### config.mk
export PLATFORM = sky130hd
export DESIGN_NAME = motion_indicator
export DESIGN_NICKNAME = d
export VERILOG_FILES = /design/src/rtl/motion_indicator.sv
export SDC_FILE = /design/constraint.sdc
export NUM_CORES = 1
export LEC_CHECK = 0
export CELL_PAD_IN_SITES_DETAIL_PLACEMENT = 0
export CELL_PAD_IN_SITES_GLOBAL_PLACEMENT = 2
export CORE_MARGIN = 8
export CORE_UTILIZATION = 40
export CTS_BUF_LIST = sky130_fd_sc_hd__clkbuf_16
export DETAILED_ROUTE_END_ITERATION = 10
export PLACE_DENSITY = 0.95
export SYNTH_ARGS = -nofsm -noshare
export SYNTH_HDL_FRONTEND = slang
export SYNTH_SLANG_ARGS = --single-unit
### constraint.sdc
create_clock -name clk -period 3.88 [get_ports clk]
set_clock_uncertainty 0.2 [all_clocks]
set_input_delay 0.582 -clock clk [delete_from_list [all_inputs] [get_ports clk]]
set_output_delay 0.582 -clock clk [all_outputs]
set_load 0.01 [all_outputs]
### src/rtl/motion_indicator.sv
// Car lamp and odometer front end: turns level turn/move requests into blinking
// indicator lamps, a reverse lamp and a 4-digit BCD odometer with a tick pulse.
module motion_indicator #(
   parameter int BLINK_DIV = 50_000_000,
   parameter int MILE_DIV  = 100_000_000
) (
   input  logic        clk,
   input  logic        rst_n,
   input  logic        power,
   input  logic        turn_left,
   input  logic        turn_right,
   input  logic        move_forward,
   input  logic        move_backward,
   input  logic        odo_clear,
   output logic        left_lamp,
   output logic        right_lamp,
   output logic        reverse_lamp,
   output logic [15:0] odo_bcd,
   output logic        odo_tick
);

   localparam int BW = $clog2(BLINK_DIV);
   localparam int DW = $clog2(MILE_DIV);
   localparam logic [BW-1:0] BLINK_LAST = BW'(BLINK_DIV - 1);
   localparam logic [DW-1:0] DIST_LAST  = DW'(MILE_DIV - 1);

   typedef enum logic [1:0] {
      MODE_OFF    = 2'd0,
      MODE_LEFT   = 2'd1,
      MODE_RIGHT  = 2'd2,
      MODE_HAZARD = 2'd3
   } mode_t;

   mode_t          r_mode;
   mode_t          w_mode_nxt;
   logic [BW-1:0]  r_blink_cnt;
   logic           r_phase;
   logic           r_reverse;
   logic [DW-1:0]  r_dist;
   logic [15:0]    r_bcd;
   logic           r_tick;
   logic           w_moving;

   // Decimal increment with ripple carry; 9999 rolls over to 0000.
   function automatic logic [15:0] bcd_inc(input logic [15:0] v);
      logic [15:0] res;
      logic        carry;
      res   = v;
      carry = 1'b1;
      for (int i = 0; i < 4; i++) begin
         if (carry) begin
            if (res[i*4 +: 4] == 4'd9) begin
               res[i*4 +: 4] = 4'd0;
            end else begin
               res[i*4 +: 4] = res[i*4 +: 4] + 4'd1;
               carry         = 1'b0;
            end
         end
      end
      return res;
   endfunction

   always_ff @(posedge clk or negedge rst_n) begin
      if (!rst_n) r_mode <= MODE_OFF;
      else        r_mode <= w_mode_nxt;
   end

   always_comb begin
      w_mode_nxt = MODE_OFF;
      if (power) begin
         case ({turn_left, turn_right})
            2'b10:   w_mode_nxt = MODE_LEFT;
            2'b01:   w_mode_nxt = MODE_RIGHT;
            2'b11:   w_mode_nxt = MODE_HAZARD;
            default: w_mode_nxt = MODE_OFF;
         endcase
      end
   end

   // Any mode change restarts the blink so the new lamps come on lit.
   always_ff @(posedge clk or negedge rst_n) begin
      if (!rst_n) begin
         r_blink_cnt <= '0;
         r_phase     <= 1'b0;
      end else if (w_mode_nxt != r_mode) begin
         r_blink_cnt <= '0;
         r_phase     <= 1'b1;
      end else if (r_mode != MODE_OFF) begin
         if (r_blink_cnt == BLINK_LAST) begin
            r_blink_cnt <= '0;
            r_phase     <= ~r_phase;
         end else begin
            r_blink_cnt <= r_blink_cnt + BW'(1);
         end
      end
   end

   assign left_lamp  = r_phase & ((r_mode == MODE_LEFT)  | (r_mode == MODE_HAZARD));
   assign right_lamp = r_phase & ((r_mode == MODE_RIGHT) | (r_mode == MODE_HAZARD));

   always_ff @(posedge clk or negedge rst_n) begin
      if (!rst_n) r_reverse <= 1'b0;
      else        r_reverse <= power & move_backward & ~move_forward;
   end

   assign reverse_lamp = r_reverse;

   // Both directions at once is treated as invalid and does not count.
   assign w_moving = power & (move_forward ^ move_backward);

   always_ff @(posedge clk or negedge rst_n) begin
      if (!rst_n) begin
         r_dist <= '0;
         r_bcd  <= 16'h0000;
         r_tick <= 1'b0;
      end else if (odo_clear) begin
         r_dist <= '0;
         r_bcd  <= 16'h0000;
         r_tick <= 1'b0;
      end else if (w_moving) begin
         if (r_dist == DIST_LAST) begin
            r_dist <= '0;
            r_bcd  <= bcd_inc(r_bcd);
            r_tick <= 1'b1;
         end else begin
            r_dist <= r_dist + DW'(1);
            r_tick <= 1'b0;
         end
      end else begin
         r_tick <= 1'b0;
      end
   end

   assign odo_bcd  = r_bcd;
   assign odo_tick = r_tick;

endmodule

==> results of run 1 <==
worst max-delay path: cells and delay by family:
| kind | cells | cell delay (ns) |
|---|---|---|
| AO/OA/AOI/OAI | 2 | 0.66 |
| buffers and inverters | 1 | 0.56 |
| AND/OR/NAND/NOR | 3 | 1.24 |
through the flow:
step	cell area (um^2)	std cells	total power (W)	hold slack, ns
floorplan	4106	445	0.0008596	0.08641
global placement	4533	600	0.0009069	0.3178
detailed placement	4533	600	0.0009100	0.3207
CTS	4843	616	0.001788	0.2375
global route	4843	616	0.001831	0.2792
finish	4843	616	0.001761	0.1585
power by group:
part           total, W  internal [W]  switching, W
sequential     0.000793      0.000782     0.0000115
clock          0.000866      0.000556      0.000310
combinational  0.000101     0.0000320     0.0000694
total           0.00176       0.00137      0.000391
final cells by class:
class | count | area share, %
multi-input combinational | 340 | 43.99
tap | 136 | 3.513
inverter | 16 | 1.240
timing repair buffer | 34 | 6.613
clock buffer | 9 | 4.650
clock inverter | 7 | 1.757
sequential | 74 | 38.23
worst paths after layout:
| check | cells past startpoint | end | from | slack [ns] |
|---|---|---|---|---|
| min in group clk | 1 | r_blink_cnt[10] | r_blink_cnt[10] | 0.34 |
| min reg2reg | 1 | r_blink_cnt[10] | r_blink_cnt[10] | 0.34 |
| max | 6 | r_blink_cnt[12] | power | 0.79 |
| max reg2reg | 5 | r_dist[5] | r_dist[17] | 0.89 |
| min | 1 | r_blink_cnt[3] | rst_n | 0.16 |
| max in group asynchronous | 1 | odo_bcd[6] | rst_n | 2.63 |
Yosys cell counts, types with 7 or more instances:
library cell	number	share of area (%)
o21ai_0	18	2.2
nand4_1	25	3.8
nand2_1	39	3.6
and2_1	9	1.4
xor2_1	25	5.3
nor4_1	15	2.3
xnor2_1	14	3.0
a21oi_1	20	2.4
ha_1	11	3.4
and3_1	7	1.1
inv_1	16	1.5
dfrtp_1	74	45
nor3_1	9	1.1
clkbuf_1	14	1.3
nand3_1	28	3.4
nor2_1	49	4.5
cells by family after synthesis:
| family | synth area share (%) |
|---|---|
| flip-flops | 45.09 |
| AND/OR/NAND/NOR | 28.37 |
| adder cells (fa/ha/maj) | 3.352 |
| buffers and inverters | 3.016 |
| AO/OA/AOI/OAI | 11.06 |
| multiplexers | 0.7922 |
| XOR/XNOR | 8.318 |
flip-flops by register name, indices dropped and copies added (netlist names):
name and count:
odo_bcd 16, odo_tick 1, r_blink_cnt 26, r_dist 27, r_mode 2, r_phase 1, reverse_lamp 1
routing by layer:
metal  vias to the layer above  part of all wire (%)  GRT usage (%)
li1                       1669                     -              -
met1                      1724                    47          18.77
met2                        62                    48          23.62
met3                        23                   3.0          2.974
met4                         0                   2.0          5.839
met5                         -                     0              0
==> impl_metrics.env, run 1 <==
export IMPL_grt_setup_unrepaired="false"
export IMPL_synth_fp_nets=464
export IMPL_synthToLayoutAreaGrowth_pct=17.95
export IMPL_die_h_um=117.3
export IMPL_initial_core_util_pct=40.50
export IMPL_ant_nets=0
export IMPL_synth_edf_count=0
export IMPL_ys_seq_area_share_pct=45.09
export IMPL_ir_worst_vdd_v=0.0002190
export IMPL_final_cell_mix="dfrtp_1 (74), nor2_1 (49), nand2_1 (39), nand3_1 (28), clkdlybuf4s50_1 (26)"
export IMPL_avgSynthCellArea_um2=9.228
export IMPL_status="complete, no violations"
export IMPL_cp_common_cell="nor2_1"
export IMPL_clock_latency_ns=0.33
export IMPL_antenna_found_initial=0
export IMPL_grt_pass1_wl_mm=17.06
export IMPL_grt_max_degree=75
export IMPL_multi_input_area_um2=2131
export IMPL_syn_inst=445
export IMPL_crit_fanout=16
export IMPL_fp_coreArea_um2=10140
export IMPL_nets=494
export IMPL_yosys_warnings=0
export IMPL_crit_chain="clkdlybuf4s50_1 -> and2_1 -> a32oi_1 -> a22oi_1 -> nor2_1 -> nor2_1"
export IMPL_wl_mm=9.900
export IMPL_critPathCaptureType="flop"
export IMPL_critPathMaxStageDelay_ns=0.84
export IMPL_synthFlopType="dfrtp_1"
export IMPL_cp_required_ns=3.84
export IMPL_crit_slowest_cell="nor2_1"
export IMPL_row_count=37
export IMPL_setup_viol=0
export IMPL_htreeDepth=3
export IMPL_seqCellArea_um2=1852
export IMPL_path_class="in2reg"
export IMPL_max_slew_margin_pct=30.74
export IMPL_dp_slack_ns=0.4545
export IMPL_drv_slew=0
export IMPL_io_pins=28
export IMPL_fmax_mhz=323.4
export IMPL_setup_ws_ns=0.7875
export IMPL_tns_ns=0
export IMPL_wl_per_cell_um=16.07
export IMPL_hold_viol=0
export IMPL_min_period_ns=3.093
export IMPL_numCtsBuffers=9
export IMPL_cts_tree="yes"
export IMPL_clock_sinks=74
export IMPL_via_per_inst=5.646
export IMPL_crit_arrival_ns=3.05
export IMPL_clk_pin_slew_ns=0.06
export IMPL_route_detailed_drc=0
export IMPL_syn_area_um2=4106
export IMPL_ys_ff_latch=74
export IMPL_cts_hold_buf=0
export IMPL_drv_cap=0
export IMPL_hold_path_class="in2async"
export IMPL_netlist_cell_type_count=52
export IMPL_p_leak_nw=1.914
export IMPL_post_route_period_util_pct=79.70
export IMPL_grtUsageTotal_pct=14.64
export IMPL_die_area_um2=13760
export IMPL_final_common_cell="dfrtp_1"
export IMPL_num_vias=3478
export IMPL_fillCellCount=978
export IMPL_root_buffer="clkbuf_16"
export IMPL_tightest_slew_ns=1.035
export IMPL_antenna_diode_count=0
export IMPL_fp_dieW_um=117.3
export IMPL_drive_gt1_share_pct=6.667
export IMPL_overflow=0
export IMPL_dr_first_iter_drc_count=297
export IMPL_cts_resized=0
export IMPL_dp_hpwl_mm=6.687
export IMPL_gp_congestion=0.8122
export IMPL_cts_max_path_buffers=2
export IMPL_synth_async_sr_flop_share_pct=100.0
export IMPL_post_cts_buffers=0
export IMPL_final_util_pct=47.77
export IMPL_cp_start_kind="input pin"
export IMPL_dr_pass1_iters=5
export IMPL_powerDensity_nw_per_um2=363.5
export IMPL_io_buffers=27
export IMPL_grt_pass1_vias=3410
Power figures use the tool's default switching activity.
==> run 2, diff against run 1 <==
--- a/config.mk
+++ b/config.mk
@@ -8,10 +8,10 @@
 export CELL_PAD_IN_SITES_DETAIL_PLACEMENT = 0
 export CELL_PAD_IN_SITES_GLOBAL_PLACEMENT = 2
 export CORE_MARGIN = 8
-export CORE_UTILIZATION = 40
+export CORE_UTILIZATION = 37
 export CTS_BUF_LIST = sky130_fd_sc_hd__clkbuf_16
 export DETAILED_ROUTE_END_ITERATION = 10
-export PLACE_DENSITY = 0.95
+export PLACE_DENSITY = 0.9
 export SYNTH_ARGS = -nofsm -noshare
 export SYNTH_HDL_FRONTEND = slang
 export SYNTH_SLANG_ARGS = --single-unit
==> constraint.sdc (replaced) <==
create_clock -name clk -period 3 [get_ports clk]
set_clock_uncertainty 0.2 [all_clocks]
set_input_delay 0.45 -clock clk [delete_from_list [all_inputs] [get_ports clk]]
set_output_delay 0.45 -clock clk [all_outputs]
set_load 0.01 [all_outputs]
==> run 2 against run 1 <==
Net effect:
- global-route usage down 0.90 points
- register-to-register slack got worse by 0.59 ns
- power is 19% higher
- flip-flop and latch count did not move
- non-clock buffer count is 13 higher
- highest routed layer unchanged
- die area increased by 7.0%
- sequential share of layout area shrank 0.34 points
- routed wire length is 3.0% lower
- count of clock-buffer cells in the layout is the same
- setup slack got worse by 0.49 ns
- largest power group is now registers
- first-iteration DRC count down 11%
==> impl_metrics.env, run 2 (synthesized netlist as in run 1, its figures left out) <==
export IMPL_hold_viol=0
export IMPL_cts_hold_buf=0
export IMPL_dp_hpwl_mm=6.640
export IMPL_clkPwrFrac_pct=44.3
export IMPL_fp_coreArea_um2=10840
export IMPL_drive_gt1_share_pct=8.333
export IMPL_nets=507
export IMPL_powerDensity_nw_per_um2=427.7
export IMPL_initial_core_util_pct=37.88
export IMPL_post_route_period_util_pct=89.97
export IMPL_antenna_found_initial=0
export IMPL_fmax_mhz=370.5
export IMPL_hold_path_class="in2async"
export IMPL_grt_pass1_wl_mm=16.38
export IMPL_final_cell_mix="dfrtp_1 (74), nor2_1 (49), nand2_1 (39), nand3_1 (28), clkdlybuf4s50_1 (26)"
export IMPL_io_buffers=27
export IMPL_reg2reg_depth=6
export IMPL_cts_tree="yes"
export IMPL_root_buffer="clkbuf_16"
export IMPL_gp_congestion=0.8001
export IMPL_cp_startpoint="r_dist[17]"
export IMPL_synthToLayoutAreaGrowth_pct=19.01
export IMPL_crit_arrival_ns=2.75
export IMPL_crit_path_end="odo_bcd[1]"
export IMPL_dp_slack_ns=0.1228
export IMPL_p_int_w=0.001599
export IMPL_overflow=0
export IMPL_fin_hold_ws_ns=0.06778
export IMPL_largest_reg_flops=27
export IMPL_p_comb_share_pct=6.7
export IMPL_cts_max_path_buffers=2
export IMPL_reg2reg_to="odo_bcd[1]"
export IMPL_grt_setup_unrepaired="false"
export IMPL_row_count=38
export IMPL_max_slew_margin_pct=28.47
export IMPL_ant_nets=0
export IMPL_clk_pin_slew_ns=0.06
export IMPL_cp_start_kind="flop"
export IMPL_clock_sinks=74
export IMPL_p_leak_nw=1.947
export IMPL_power_frac_seq_pct=49.0
export IMPL_grt_max_degree=75
export IMPL_setup_viol=0
export IMPL_cp_required_ns=3.05
export IMPL_ir_worst_vdd_v=0.0002844
export IMPL_antenna_diode_count=0
export IMPL_num_vias=3410
export IMPL_drv_slew=0
export IMPL_path_class="reg2reg"
export IMPL_final_common_cell="dfrtp_1"
export IMPL_clock_latency_ns=0.33
export IMPL_die_area_um2=14730
export IMPL_dr_first_iter_drc_count=264
export IMPL_htreeDepth=3
export IMPL_crit_fanout=16
export IMPL_rrSetupSlack_ns=0.30
export IMPL_power_switching_w=0.0004916
export IMPL_grt_pass1_vias=3308
export IMPL_grtUsageTotal_pct=13.74
export IMPL_worstReg2RegStart="r_dist[17]"
export IMPL_die_h_um=121.4
export IMPL_numCtsBuffers=9
export IMPL_fp_dieW_um=121.4
export IMPL_route_detailed_drc=0
export IMPL_dr_pass1_iters=4
export IMPL_min_period_ns=2.699
export IMPL_post_cts_buffers=0
export IMPL_tightest_slew_ns=1.069
export IMPL_top_register="r_dist"
export IMPL_setup_ws_ns=0.3008
export IMPL_drv_cap=0
export IMPL_critPathCaptureType="flop"
export IMPL_status="complete, no violations"
export IMPL_via_per_inst=5.396
export IMPL_cts_resized=0
export IMPL_sw_frac_of_total_pct=23.52
export IMPL_final_util_pct=45.08
export IMPL_tns_ns=0
export IMPL_wl_per_cell_um=15.19
export IMPL_wl_mm=9.600
export IMPL_io_pins=28
==> run 2: cell types whose count changed in the layout (fill, tap and decap cells not counted) <==
cell       change
clkinv_1       +3
clkinv_2       -2
bufinv_16      -2
buf_4         +13
==> run 2: worst min-delay path by stage <==
stage	start	endpoint	slack (ns)
finish	rst_n	r_blink_cnt[5]	0.07
global route	rst_n	r_blink_cnt[5]	0.17
CTS	rst_n	r_blink_cnt[4]	0.11
detailed placement	r_blink_cnt[10]	r_blink_cnt[10]	0.31
global placement	r_blink_cnt[10]	r_blink_cnt[10]	0.30
floorplan	rst_n	odo_bcd[0]	-0.05
==> run 2: power by group through the flow <==
stage          Sequential, W  Combinational [W]  Clock (W)
2_1_floorplan        0.00104          0.0000722          0
3_3_place_gp         0.00104           0.000139          0
3_5_place_dp         0.00104           0.000141          0
4_1_cts              0.00102           0.000142   0.000950
5_1_grt              0.00103           0.000157   0.000995
6_report             0.00102           0.000139   0.000926
==> run 2: area by class of cell <==
type                    instances  area, um^2
clock buffers                   9       225.2
repair buffers                 47       417.9
flip-flops and latches         74        1852
fillers                      1056        5953
clock inverters                 6       26.28
well taps                     140       175.2
inverters                      16       60.06
multi-input cells             340        2131
==> run 2: through the flow <==
step | power (W) | cell area, um^2 | cells
floorplan | 0.001112 | 4106 | 445
detailed placement | 0.001183 | 4636 | 617
finish | 0.002090 | 4887 | 632
global placement | 0.001181 | 4636 | 617
global route | 0.002179 | 4887 | 632
CTS | 0.002116 | 4887 | 632
==> run 2: worst max-delay path: stages (launching register included) <==
cell and delay [ns]:
dfrtp_1 0.44, or4_4 0.57, nor4_4 0.32, nand3_2 0.32, buf_4 0.27, or3_1 0.34
a21oi_1 0.15
==> run 2: metal layers <==
layer,vias to the layer above,global-route usage [%],routed length [um]
met5,-,0,0
met4,0,4.241,108
met3,8,3.257,320
met2,46,21.95,4535
met1,1660,17.96,4635
li1,1696,-,-
